## src/rtl/control_unit_mc_if.sv

```systemverilog
// Instruction handshake and control-strobe bundle between the issuer and control_unit_mc.
// Widths follow the control unit's SIZE / ADDR_W / CNT_W parameters.
interface control_unit_mc_if #(
  parameter int unsigned SIZE   = 32,
  parameter int unsigned ADDR_W = 5,
  parameter int unsigned CNT_W  = 16
);
  logic              instr_valid;
  logic [SIZE-1:0]   instruction;
  logic              instr_ready;
  logic              rf_write_enable;
  logic [ADDR_W-1:0] rf_write_addr;
  logic              rf_wb_sel;
  logic [ADDR_W-1:0] rf_addr_a;
  logic [ADDR_W-1:0] rf_addr_b;
  logic [1:0]        alu_op;
  logic              alu_src_imm;
  logic              dm_read;
  logic              dm_write_enable;
  logic              done;
  logic              illegal;
  logic [CNT_W-1:0]  retired_count;
  logic [CNT_W-1:0]  illegal_count;

  modport master (
    output instr_valid, instruction,
    input  instr_ready, rf_write_enable, rf_write_addr, rf_wb_sel, rf_addr_a, rf_addr_b,
           alu_op, alu_src_imm, dm_read, dm_write_enable, done, illegal,
           retired_count, illegal_count
  );

  modport slave (
    input  instr_valid, instruction,
    output instr_ready, rf_write_enable, rf_write_addr, rf_wb_sel, rf_addr_a, rf_addr_b,
           alu_op, alu_src_imm, dm_read, dm_write_enable, done, illegal,
           retired_count, illegal_count
  );
endinterface

```

## src/rtl/control_unit_mc.sv

```systemverilog
// Multi-cycle control FSM (IDLE/DECODE/EXEC/MEM/WB) with Moore-decoded strobes.
// Retired/illegal counters are compiled in only when CONTROL_UNIT_PERF_EN is defined.
module control_unit_mc #(
  parameter int unsigned WORDSIZE = 64,
  parameter int unsigned SIZE     = 32,
  parameter int unsigned ADDR_W   = 5,
  parameter int unsigned CNT_W    = 16
) (
  input logic              clk,
  input logic              rst,
  control_unit_mc_if.slave bus
);
  localparam int unsigned FieldW = 4 + 3 * ADDR_W;

  localparam logic [3:0] OpLw  = 4'd0;
  localparam logic [3:0] OpSw  = 4'd1;
  localparam logic [3:0] OpSub = 4'd3;
  localparam logic [3:0] OpAnd = 4'd4;
  localparam logic [3:0] OpOr  = 4'd5;
  localparam logic [3:0] OpNop = 4'd6;

  typedef enum logic [2:0] {StIdle, StDecode, StExec, StMem, StWb} state_e;

  state_e            state_q, state_d;
  logic [FieldW-1:0] instr_q, instr_d;
  logic [3:0]        opcode;
  logic [ADDR_W-1:0] rd, rs1, rs2;
  logic              is_mem;

  logic              instr_ready, rf_write_enable, rf_wb_sel, alu_src_imm;
  logic              dm_read, dm_write_enable, done, illegal;
  logic [ADDR_W-1:0] rf_write_addr, rf_addr_a, rf_addr_b;
  logic [1:0]        alu_op;

  // The immediate is consumed by the datapath only, so just the decoded fields are latched.
  assign opcode = instr_q[3:0];
  assign rd     = instr_q[4 +: ADDR_W];
  assign rs1    = instr_q[4 + ADDR_W +: ADDR_W];
  assign rs2    = instr_q[4 + 2 * ADDR_W +: ADDR_W];
  assign is_mem = (opcode == OpLw) || (opcode == OpSw);

  always_ff @(posedge clk) begin
    if (rst) begin
      state_q <= StIdle;
      instr_q <= '0;
    end else begin
      state_q <= state_d;
      instr_q <= instr_d;
    end
  end

  always_comb begin
    state_d         = state_q;
    instr_d         = instr_q;
    instr_ready     = 1'b0;
    rf_write_enable = 1'b0;
    rf_write_addr   = '0;
    rf_wb_sel       = 1'b0;
    rf_addr_a       = '0;
    rf_addr_b       = '0;
    alu_op          = 2'd0;
    alu_src_imm     = 1'b0;
    dm_read         = 1'b0;
    dm_write_enable = 1'b0;
    done            = 1'b0;
    illegal         = 1'b0;
    unique case (state_q)
      StIdle: begin
        instr_ready = 1'b1;
        if (bus.instr_valid) begin
          instr_d = bus.instruction[FieldW-1:0];
          state_d = StDecode;
        end
      end
      StDecode: begin
        rf_addr_a = rs1;
        rf_addr_b = rs2;
        if (opcode == OpNop) begin
          done    = 1'b1;
          state_d = StIdle;
        end else if (opcode > OpNop) begin
          done    = 1'b1;
          illegal = 1'b1;
          state_d = StIdle;
        end else begin
          state_d = StExec;
        end
      end
      StExec: begin
        rf_addr_a = rs1;
        rf_addr_b = rs2;
        case (opcode)
          OpSub:   alu_op = 2'd1;
          OpAnd:   alu_op = 2'd2;
          OpOr:    alu_op = 2'd3;
          default: alu_op = 2'd0;
        endcase
        alu_src_imm = is_mem;
        state_d     = is_mem ? StMem : StWb;
      end
      StMem: begin
        rf_addr_a = rs1;
        rf_addr_b = rs2;
        if (opcode == OpLw) begin
          dm_read = 1'b1;
          state_d = StWb;
        end else begin
          dm_write_enable = 1'b1;
          done            = 1'b1;
          state_d         = StIdle;
        end
      end
      StWb: begin
        rf_addr_a       = rs1;
        rf_addr_b       = rs2;
        rf_write_enable = (rd != '0);
        rf_write_addr   = rd;
        rf_wb_sel       = (opcode == OpLw);
        done            = 1'b1;
        state_d         = StIdle;
      end
      default: state_d = StIdle;
    endcase
  end

  assign bus.instr_ready     = instr_ready;
  assign bus.rf_write_enable = rf_write_enable;
  assign bus.rf_write_addr   = rf_write_addr;
  assign bus.rf_wb_sel       = rf_wb_sel;
  assign bus.rf_addr_a       = rf_addr_a;
  assign bus.rf_addr_b       = rf_addr_b;
  assign bus.alu_op          = alu_op;
  assign bus.alu_src_imm     = alu_src_imm;
  assign bus.dm_read         = dm_read;
  assign bus.dm_write_enable = dm_write_enable;
  assign bus.done            = done;
  assign bus.illegal         = illegal;

`ifdef CONTROL_UNIT_PERF_EN
  logic [CNT_W-1:0] retired_q, illegal_q;

  always_ff @(posedge clk) begin
    if (rst) begin
      retired_q <= '0;
      illegal_q <= '0;
    end else begin
      if (done)    retired_q <= retired_q + CNT_W'(1);
      if (illegal) illegal_q <= illegal_q + CNT_W'(1);
    end
  end

  assign bus.retired_count = retired_q;
  assign bus.illegal_count = illegal_q;
`else
  assign bus.retired_count = '0;
  assign bus.illegal_count = '0;
`endif

  if (SIZE > FieldW) begin : g_imm_unused
    logic unused_imm;
    assign unused_imm = ^bus.instruction[SIZE-1:FieldW];
  end

  logic [31:0] unused_wordsize;
  assign unused_wordsize = WORDSIZE;
endmodule
```

## src/flat_wrapper.sv

```systemverilog
// flat-port wrapper written by rule: the top's interface ports become plain ports
module control_unit_mc_flat 
#(
  parameter int unsigned WORDSIZE = 64,
  parameter int unsigned SIZE     = 32,
  parameter int unsigned ADDR_W   = 5,
  parameter int unsigned CNT_W    = 16
)
  (clk, rst, bus_instr_valid, bus_instruction, bus_instr_ready, bus_rf_write_enable, bus_rf_write_addr, bus_rf_wb_sel, bus_rf_addr_a, bus_rf_addr_b, bus_alu_op, bus_alu_src_imm, bus_dm_read, bus_dm_write_enable, bus_done, bus_illegal, bus_retired_count, bus_illegal_count);
  control_unit_mc_if #(.SIZE(SIZE), .ADDR_W(ADDR_W), .CNT_W(CNT_W)) bus_i ();
  input logic clk;
  input logic rst;
  input wire logic [$bits(bus_i.instr_valid)-1:0] bus_instr_valid;
  input wire logic [$bits(bus_i.instruction)-1:0] bus_instruction;
  output wire logic [$bits(bus_i.instr_ready)-1:0] bus_instr_ready;
  output wire logic [$bits(bus_i.rf_write_enable)-1:0] bus_rf_write_enable;
  output wire logic [$bits(bus_i.rf_write_addr)-1:0] bus_rf_write_addr;
  output wire logic [$bits(bus_i.rf_wb_sel)-1:0] bus_rf_wb_sel;
  output wire logic [$bits(bus_i.rf_addr_a)-1:0] bus_rf_addr_a;
  output wire logic [$bits(bus_i.rf_addr_b)-1:0] bus_rf_addr_b;
  output wire logic [$bits(bus_i.alu_op)-1:0] bus_alu_op;
  output wire logic [$bits(bus_i.alu_src_imm)-1:0] bus_alu_src_imm;
  output wire logic [$bits(bus_i.dm_read)-1:0] bus_dm_read;
  output wire logic [$bits(bus_i.dm_write_enable)-1:0] bus_dm_write_enable;
  output wire logic [$bits(bus_i.done)-1:0] bus_done;
  output wire logic [$bits(bus_i.illegal)-1:0] bus_illegal;
  output wire logic [$bits(bus_i.retired_count)-1:0] bus_retired_count;
  output wire logic [$bits(bus_i.illegal_count)-1:0] bus_illegal_count;
  assign bus_i.instr_valid = bus_instr_valid;
  assign bus_i.instruction = bus_instruction;
  assign bus_instr_ready = bus_i.instr_ready;
  assign bus_rf_write_enable = bus_i.rf_write_enable;
  assign bus_rf_write_addr = bus_i.rf_write_addr;
  assign bus_rf_wb_sel = bus_i.rf_wb_sel;
  assign bus_rf_addr_a = bus_i.rf_addr_a;
  assign bus_rf_addr_b = bus_i.rf_addr_b;
  assign bus_alu_op = bus_i.alu_op;
  assign bus_alu_src_imm = bus_i.alu_src_imm;
  assign bus_dm_read = bus_i.dm_read;
  assign bus_dm_write_enable = bus_i.dm_write_enable;
  assign bus_done = bus_i.done;
  assign bus_illegal = bus_i.illegal;
  assign bus_retired_count = bus_i.retired_count;
  assign bus_illegal_count = bus_i.illegal_count;
  control_unit_mc #(.WORDSIZE(WORDSIZE), .SIZE(SIZE), .ADDR_W(ADDR_W), .CNT_W(CNT_W)) u_core (.clk(clk), .rst(rst), .bus(bus_i));
endmodule
```

## config.mk

```make
export PLATFORM = sky130hd
export DESIGN_NAME = control_unit_mc_flat
export DESIGN_NICKNAME = d
export VERILOG_FILES = /design/src/rtl/control_unit_mc_if.sv /design/src/rtl/control_unit_mc.sv /design/src/flat_wrapper.sv
export SDC_FILE = /design/constraint.sdc
export NUM_CORES = 1
export LEC_CHECK = 0
export ABC_AREA = 1
export ABC_CLOCK_PERIOD_IN_PS = 1900
export CAP_MARGIN = 20
export CORE_ASPECT_RATIO = 1.75
export CORE_MARGIN = 2
export CORE_UTILIZATION = 38
export DETAILED_ROUTE_END_ITERATION = 16
export HOLD_SLACK_MARGIN = 0.02
export PLACE_DENSITY = 0.85
export SKIP_CTS_REPAIR_TIMING = 1
export SLEW_MARGIN = 0
export SYNTH_ARGS = -nofsm -noshare
export SYNTH_HDL_FRONTEND = slang
export SYNTH_SLANG_ARGS = --single-unit
export TNS_END_PERCENT = 20
```

## constraint.sdc

```tcl
create_clock -name clk -period 1.9 [get_ports clk]
set_input_delay 0.475 -clock clk [delete_from_list [all_inputs] [get_ports clk]]
set_output_delay 0.475 -clock clk [all_outputs]
set_load 0.02 [all_outputs]
```

### Word level (Yosys, flattened, before mapping)

Index checks and enable logic that the tools add are counted.

| storage, ports and cells | value |
|---|---|
| register bits after elaboration | 22 |
| output and inout port bits | 57 |

| operators by class | value |
|---|---|
| order comparisons | 1 |
| equal/unequal tests | 10 |
| muxes and demuxes | 24 |
| reductions and logical operators | 6 |

Operators by type and width:

| cell | number |
|---|---|
| $mux W5 | 3 |
| $eq A4 B3 Y1 const B | 3 |
| $mux W1 | 12 |
| $mux W3 | 4 |
| $pmux W3 S4 | 1 |
| $eq A3 B2 Y1 const B | 2 |
| $pmux W2 S3 | 1 |
| $reduce_bool A5 Y1 | 1 |
| $eq A4 B1 Y1 const B | 1 |
| $eq A4 B2 Y1 const B | 1 |
| $gt A4 B3 Y1 const B | 1 |
| $logic_not A4 Y1 | 1 |
| $mux W2 | 2 |
| $reduce_or A4 Y1 | 1 |
| $eq A3 B1 Y1 const B | 1 |
| $eq A3 B3 Y1 const B | 1 |
| $logic_not A3 Y1 | 1 |
| $pmux W1 S3 | 1 |
| $ne A2 B2 Y1 const B | 1 |
| $reduce_and A2 Y1 | 1 |
| $logic_or A1 B1 Y1 | 1 |

### Longest topological paths before layout

| depth | value |
|---|---|
| word-level depth | 4 |
| gate-level depth with buffers | 7 |
| gate-level depth less buffers | 5 |

### Worst setup path before layout

Ideal clock, no wire load.

| timing | value |
|---|---|
| path kind | flip-flop to output port |
| from | register u_core.state_q[2] |
| to | output port bus_alu_op[1] |
| data arrival time | 1.148 ns |
| slack | 0.277 ns |
| stages on the path, launching flop included | 6 |
| path buffers | 0 |
| cells stage by stage | dfxtp_1 > inv_1 > nand2_1 > nor2_1 > inv_1 > nor3_1 |

| between the ends | value |
|---|---|
| word-level cells in the longest chain between the ends | 2 |

RTL lines:

| what | RTL line | RTL |
|---|---|---|
| start: declaration | control_unit_mc.sv:24 | `state_e state_q, state_d;` |
| start signal: assignment | control_unit_mc.sv:44 | `state_q <= StIdle;` |
| start signal: assignment | control_unit_mc.sv:47 | `state_q <= state_d;` |
| $eq A3 B2 Y1 | control_unit_mc.sv:67 | `unique case (state_q)` |
| $mux W2 | control_unit_mc.sv:67 |  |
| end: declaration | flat_wrapper.sv:21 | `output wire logic [$bits(bus_i.alu_op)-1:0] bus_alu_op;` |

Every way passes these cells.

### Worst setup path after layout

| timing | value |
|---|---|
| from | register u_core.state_q[1] |
| to | output port bus_rf_addr_a[0] |

| between the ends | value |
|---|---|
| word-level cells in the longest chain between the ends | 3 |

RTL lines:

| what | RTL line | RTL |
|---|---|---|
| $eq A3 B3 Y1 (tied with other cells) | control_unit_mc.sv:67 |  |
| $reduce_or A4 Y1 (no line) (*) | - |  |
| $mux W5 (*) | control_unit_mc.sv:67 |  |
| end: declaration | flat_wrapper.sv:19 | `output wire logic [$bits(bus_i.rf_addr_a)-1:0] bus_rf_addr_a;` |

Every way passes the cells marked *; elsewhere a longest branch is shown, timed or not.

==> results.txt <==
----------------------------------------------------
[Finish]
  Share of layout cells above drive strength 1 ... 0.1095
  Post-Layout Inst Area ... 1846 um2
  Final-stage net count ... 311
  Layout-stage area growth over the synthesis result ... 35.07%
  Layout fillers ... 362
  Final design utilization ... 0.5431
  Antenna fix cells ... 0

[Worst setup path]
  Critical path capture point type ... output pin
  Critical Setup Path Class ... register to output pin
  CP Launch Point ... u_core.state_q[1]$_SDFFE_PP0P_
  Crit Reg-Reg Startpoint ... u_core.state_q[2]$_SDFFE_PP0P_
  Critical path startpoint category ... register
  Critical Path Fanout Max ... 5
  Required time of the critical path ... 1.42 ns
  Crit path arrival time ... around 1.4 ns

[Synth]
  Largest cells by area after synthesis ... sky130_fd_sc_hd__dfxtp_1, sky130_fd_sc_hd__buf_4, sky130_fd_sc_hd__nor2_1
  Area fraction of the dominant cell type after synthesis ... 0.3223
  Most used flip-flop cell after synthesis ... sky130_fd_sc_hd__dfxtp_1
  EDFF count, synth ... 0
  Sequential fraction of the synthesis area ... 0.3223
  Synth warn ... 0
  Ranking of synthesized cells by instance count ... sky130_fd_sc_hd__nor2_1, sky130_fd_sc_hd__nand2_1, sky130_fd_sc_hd__buf_4
  Async SR Flop Fraction ... 0
  #FFs+latches synth ... 22
  Synthesized area per cell ... around 6.2 um2
  Largest area contributor in the netlist ... sky130_fd_sc_hd__dfxtp_1
  Post-Syn Instances ... about 220
  Number of distinct library cell variants in the gate-level netlist after synthesis ... 18
  Synth Cell Area ... 1366 um2
  Most numerous cell in the Yosys netlist ... sky130_fd_sc_hd__nor2_1

[Status]
  Status ... finished, final reports clean

[STA]
  Slew Limit Headroom ... 0.5950
  Number of slew-limit violations in the final report ... 0
  RSZ-0062 raised after global routing ... yes
  Final Skew ... 0.003685 ns
  Final worst path period share ... 0.9895
  Tightest Pin Transition ... a little over 0.6 ns
  Maximum clock frequency ... 0.5319 GHz
  Number of setup violations in the final report ... 0
  Number of hold violations in the final report ... 0
  Fin crit period ... about 1.9 ns

[Global route]
  Maximum number of pins on one net before global-route repair ... 24
  Wire length of the first global-routing pass ... 4.871 mm
  Via count of the first global-routing pass ... 1224
  Initial antenna violation count ... 0
  Congestion Overflow GR ... 0
  Overall global routing resource usage ... 0.1435

[Detailed routing]
  Average wire per cell in the routed design ... 9.423 um
  Wire length reported by the detailed router ... 3.006 mm
  Drt pass-1 iters ... 3
  Number of vias after detailed routing ... 1325
  DR DRC count ... 0
  Remaining antenna violation count after routing ... 0
  Violation count after the first detailed-routing iteration ... 20
  Vias per Instance ... 4.154

[Hold path]
  Kind of path behind the tightest hold check ... register to register
  Worst Hold Launch ... u_core.instr_q[18]$_SDFFE_PP0P_

[Die]
  Die width ... 49.33 um
  Die H ... 83.32 um
  Area inside the core boundary ... 3398 um2
  Initial core utilization ... 0.4021
  DIE AREA ... 4110 um2
  I/O pin total ... 92
  Number of standard-cell rows in the floorplan ... 28

[CTS]
  Clk sinks ... 22
  Clock latency reported for the late side of the worst-skew pair ... 0.26 ns
  CTS tree ... built
  Clock slew at the register clock pins of the worst setup and hold paths ... 0.07 ns
  Cell at the root of the clock tree ... sky130_fd_sc_hd__clkbuf_8
  H-tree lvl count ... 1
  Maximum buffer depth of the clock tree ... 2
  Number of CTS-inserted buffers ... 3

[Power]
  Static leakage power ... 1.245 nW
  Peak supply drop ... 0.5271 mV
  Power density relative to cell area ... approximately 840 nW/um2

[Place]
  Sum of net half-perimeters after detailed placement ... between 2 and 2.5 mm
  Placer congestion estimate ... 0.7300
  Cell area after placement ... 1787 um2
  Port-buffer cells ... 46

[Flow run]
  Max Cap Viol ... 0

----------------------------------------------------
==> metal layers <==
metal	vias up	share of wire	GRT usage	routed length [um]
li1	691	-	-	-
met1	577	0.38	0.1494	1135
met2	55	0.55	0.2727	1658
met3	2	0.065	0.02158	195
met4	0	0.0057	0.05974	17
met5	-	0	0	0
==> flip-flops by register name, indices dropped and copies added (netlist names) <==
register / flops
u_core.instr_q: 19
u_core.state_q: 3
==> cell usage in the layout (no fill, tap or decap) <==
| cell type | netlist | routed |
|---|---|---|
| sky130_fd_sc_hd__nor2_1 | 61 | 58 |
| sky130_fd_sc_hd__nand2_1 | 53 | 53 |
| sky130_fd_sc_hd__conb_1 | 1 | 32 |
| sky130_fd_sc_hd__inv_1 | 30 | 29 |
| sky130_fd_sc_hd__dfxtp_1 | 22 | 22 |
| sky130_fd_sc_hd__clkdlybuf4s50_1 | 0 | 21 |
| sky130_fd_sc_hd__dlymetal6s2s_1 | 0 | 16 |
| sky130_fd_sc_hd__clkbuf_2 | 0 | 9 |
| sky130_fd_sc_hd__buf_4 | 32 | 9 |
| sky130_fd_sc_hd__nor2_2 | 1 | 4 |
| sky130_fd_sc_hd__nand3_1 | 4 | 4 |
| sky130_fd_sc_hd__a21oi_1 | 5 | 4 |
| sky130_fd_sc_hd__clkbuf_8 | 0 | 3 |
| sky130_fd_sc_hd__nor2_4 | 1 | 2 |
| sky130_fd_sc_hd__nor3_1 | 2 | 2 |
| sky130_fd_sc_hd__nand4_1 | 1 | 1 |
| sky130_fd_sc_hd__inv_2 | 0 | 1 |
| sky130_fd_sc_hd__a21oi_2 | 0 | 1 |
| sky130_fd_sc_hd__o21ai_0 | 1 | 1 |
| sky130_fd_sc_hd__nand3_2 | 1 | 1 |
| sky130_fd_sc_hd__nand3b_1 | 1 | 1 |
==> worst paths after layout <==
kind	end	slack, ns	depth (start not counted)
setup / recovery	bus_rf_addr_a[0]	0.02	6
hold / removal	u_core.instr_q[18]$_SDFFE_PP0P_	0.52	4
setup reg to reg	u_core.instr_q[7]$_SDFFE_PP0P_	0.62	7
hold reg to reg	u_core.instr_q[18]$_SDFFE_PP0P_	0.52	4
==> layout make-up <==
| type | count | area [um2] | share of cell area |
|---|---|---|---|
| Timing Repair Buffer | 55 | 523.0 | 0.2834 |
| Multi-Input combinational cell | 164 | 671.9 | 0.3641 |
| Sequential cell | 22 | 440.4 | 0.2386 |
| Tap cell | 45 | 56.30 | 0.03051 |
| Inverter | 30 | 112.6 | 0.06102 |
| Clock buffer | 3 | 41.29 | 0.02237 |
==> worst max-delay path: stages (launching register included) <==
cell and delay [ns]:
sky130_fd_sc_hd__dfxtp_1 0.40, sky130_fd_sc_hd__nor2_4 0.06, sky130_fd_sc_hd__nand2_1 0.09, sky130_fd_sc_hd__inv_2 0.07, sky130_fd_sc_hd__nor2_2 0.25, sky130_fd_sc_hd__nor2_1 0.07, sky130_fd_sc_hd__dlymetal6s2s_1 0.21
==> where the power goes <==
group | internal [mW] | switching, mW
Sequential | 0.540 | 0.0410
Clock | 0.141 | 0.144
Combinational | 0.252 | 0.430
==> logic make-up (layout without fill, tap and decap cells) <==
group,after synthesis,after routing,share of synthesized area
AND/OR/NAND/NOR,125,126,0.3654
buffers and inverters,68,88,0.2875
flip-flops,22,22,0.3223
AO/OA/AOI/OAI,6,6,0.02197
other,1,32,0.002745
==> per-stage QoR <==
| stage | hold WS (ns) | cells | setup TNS (ns) | worst slack, ns | total power [mW] |
|---|---|---|---|---|---|
| CTS | 0.5271 | 318 | -8.427 | -0.4539 | 1.562 |
| global route | 0.5679 | 319 | -0.4837 | -0.09672 | 1.671 |
| floorplan | 0.4949 | 253 | 0 | 0.2772 | 1.090 |
| global placement | 0.5047 | 315 | -1.309 | -0.1225 | 1.258 |
| finish | 0.5237 | 319 | 0 | 0.02001 | 1.548 |
| detailed placement | 0.5140 | 315 | -1.609 | -0.1555 | 1.274 |
Power figures use the tool's default switching activity.
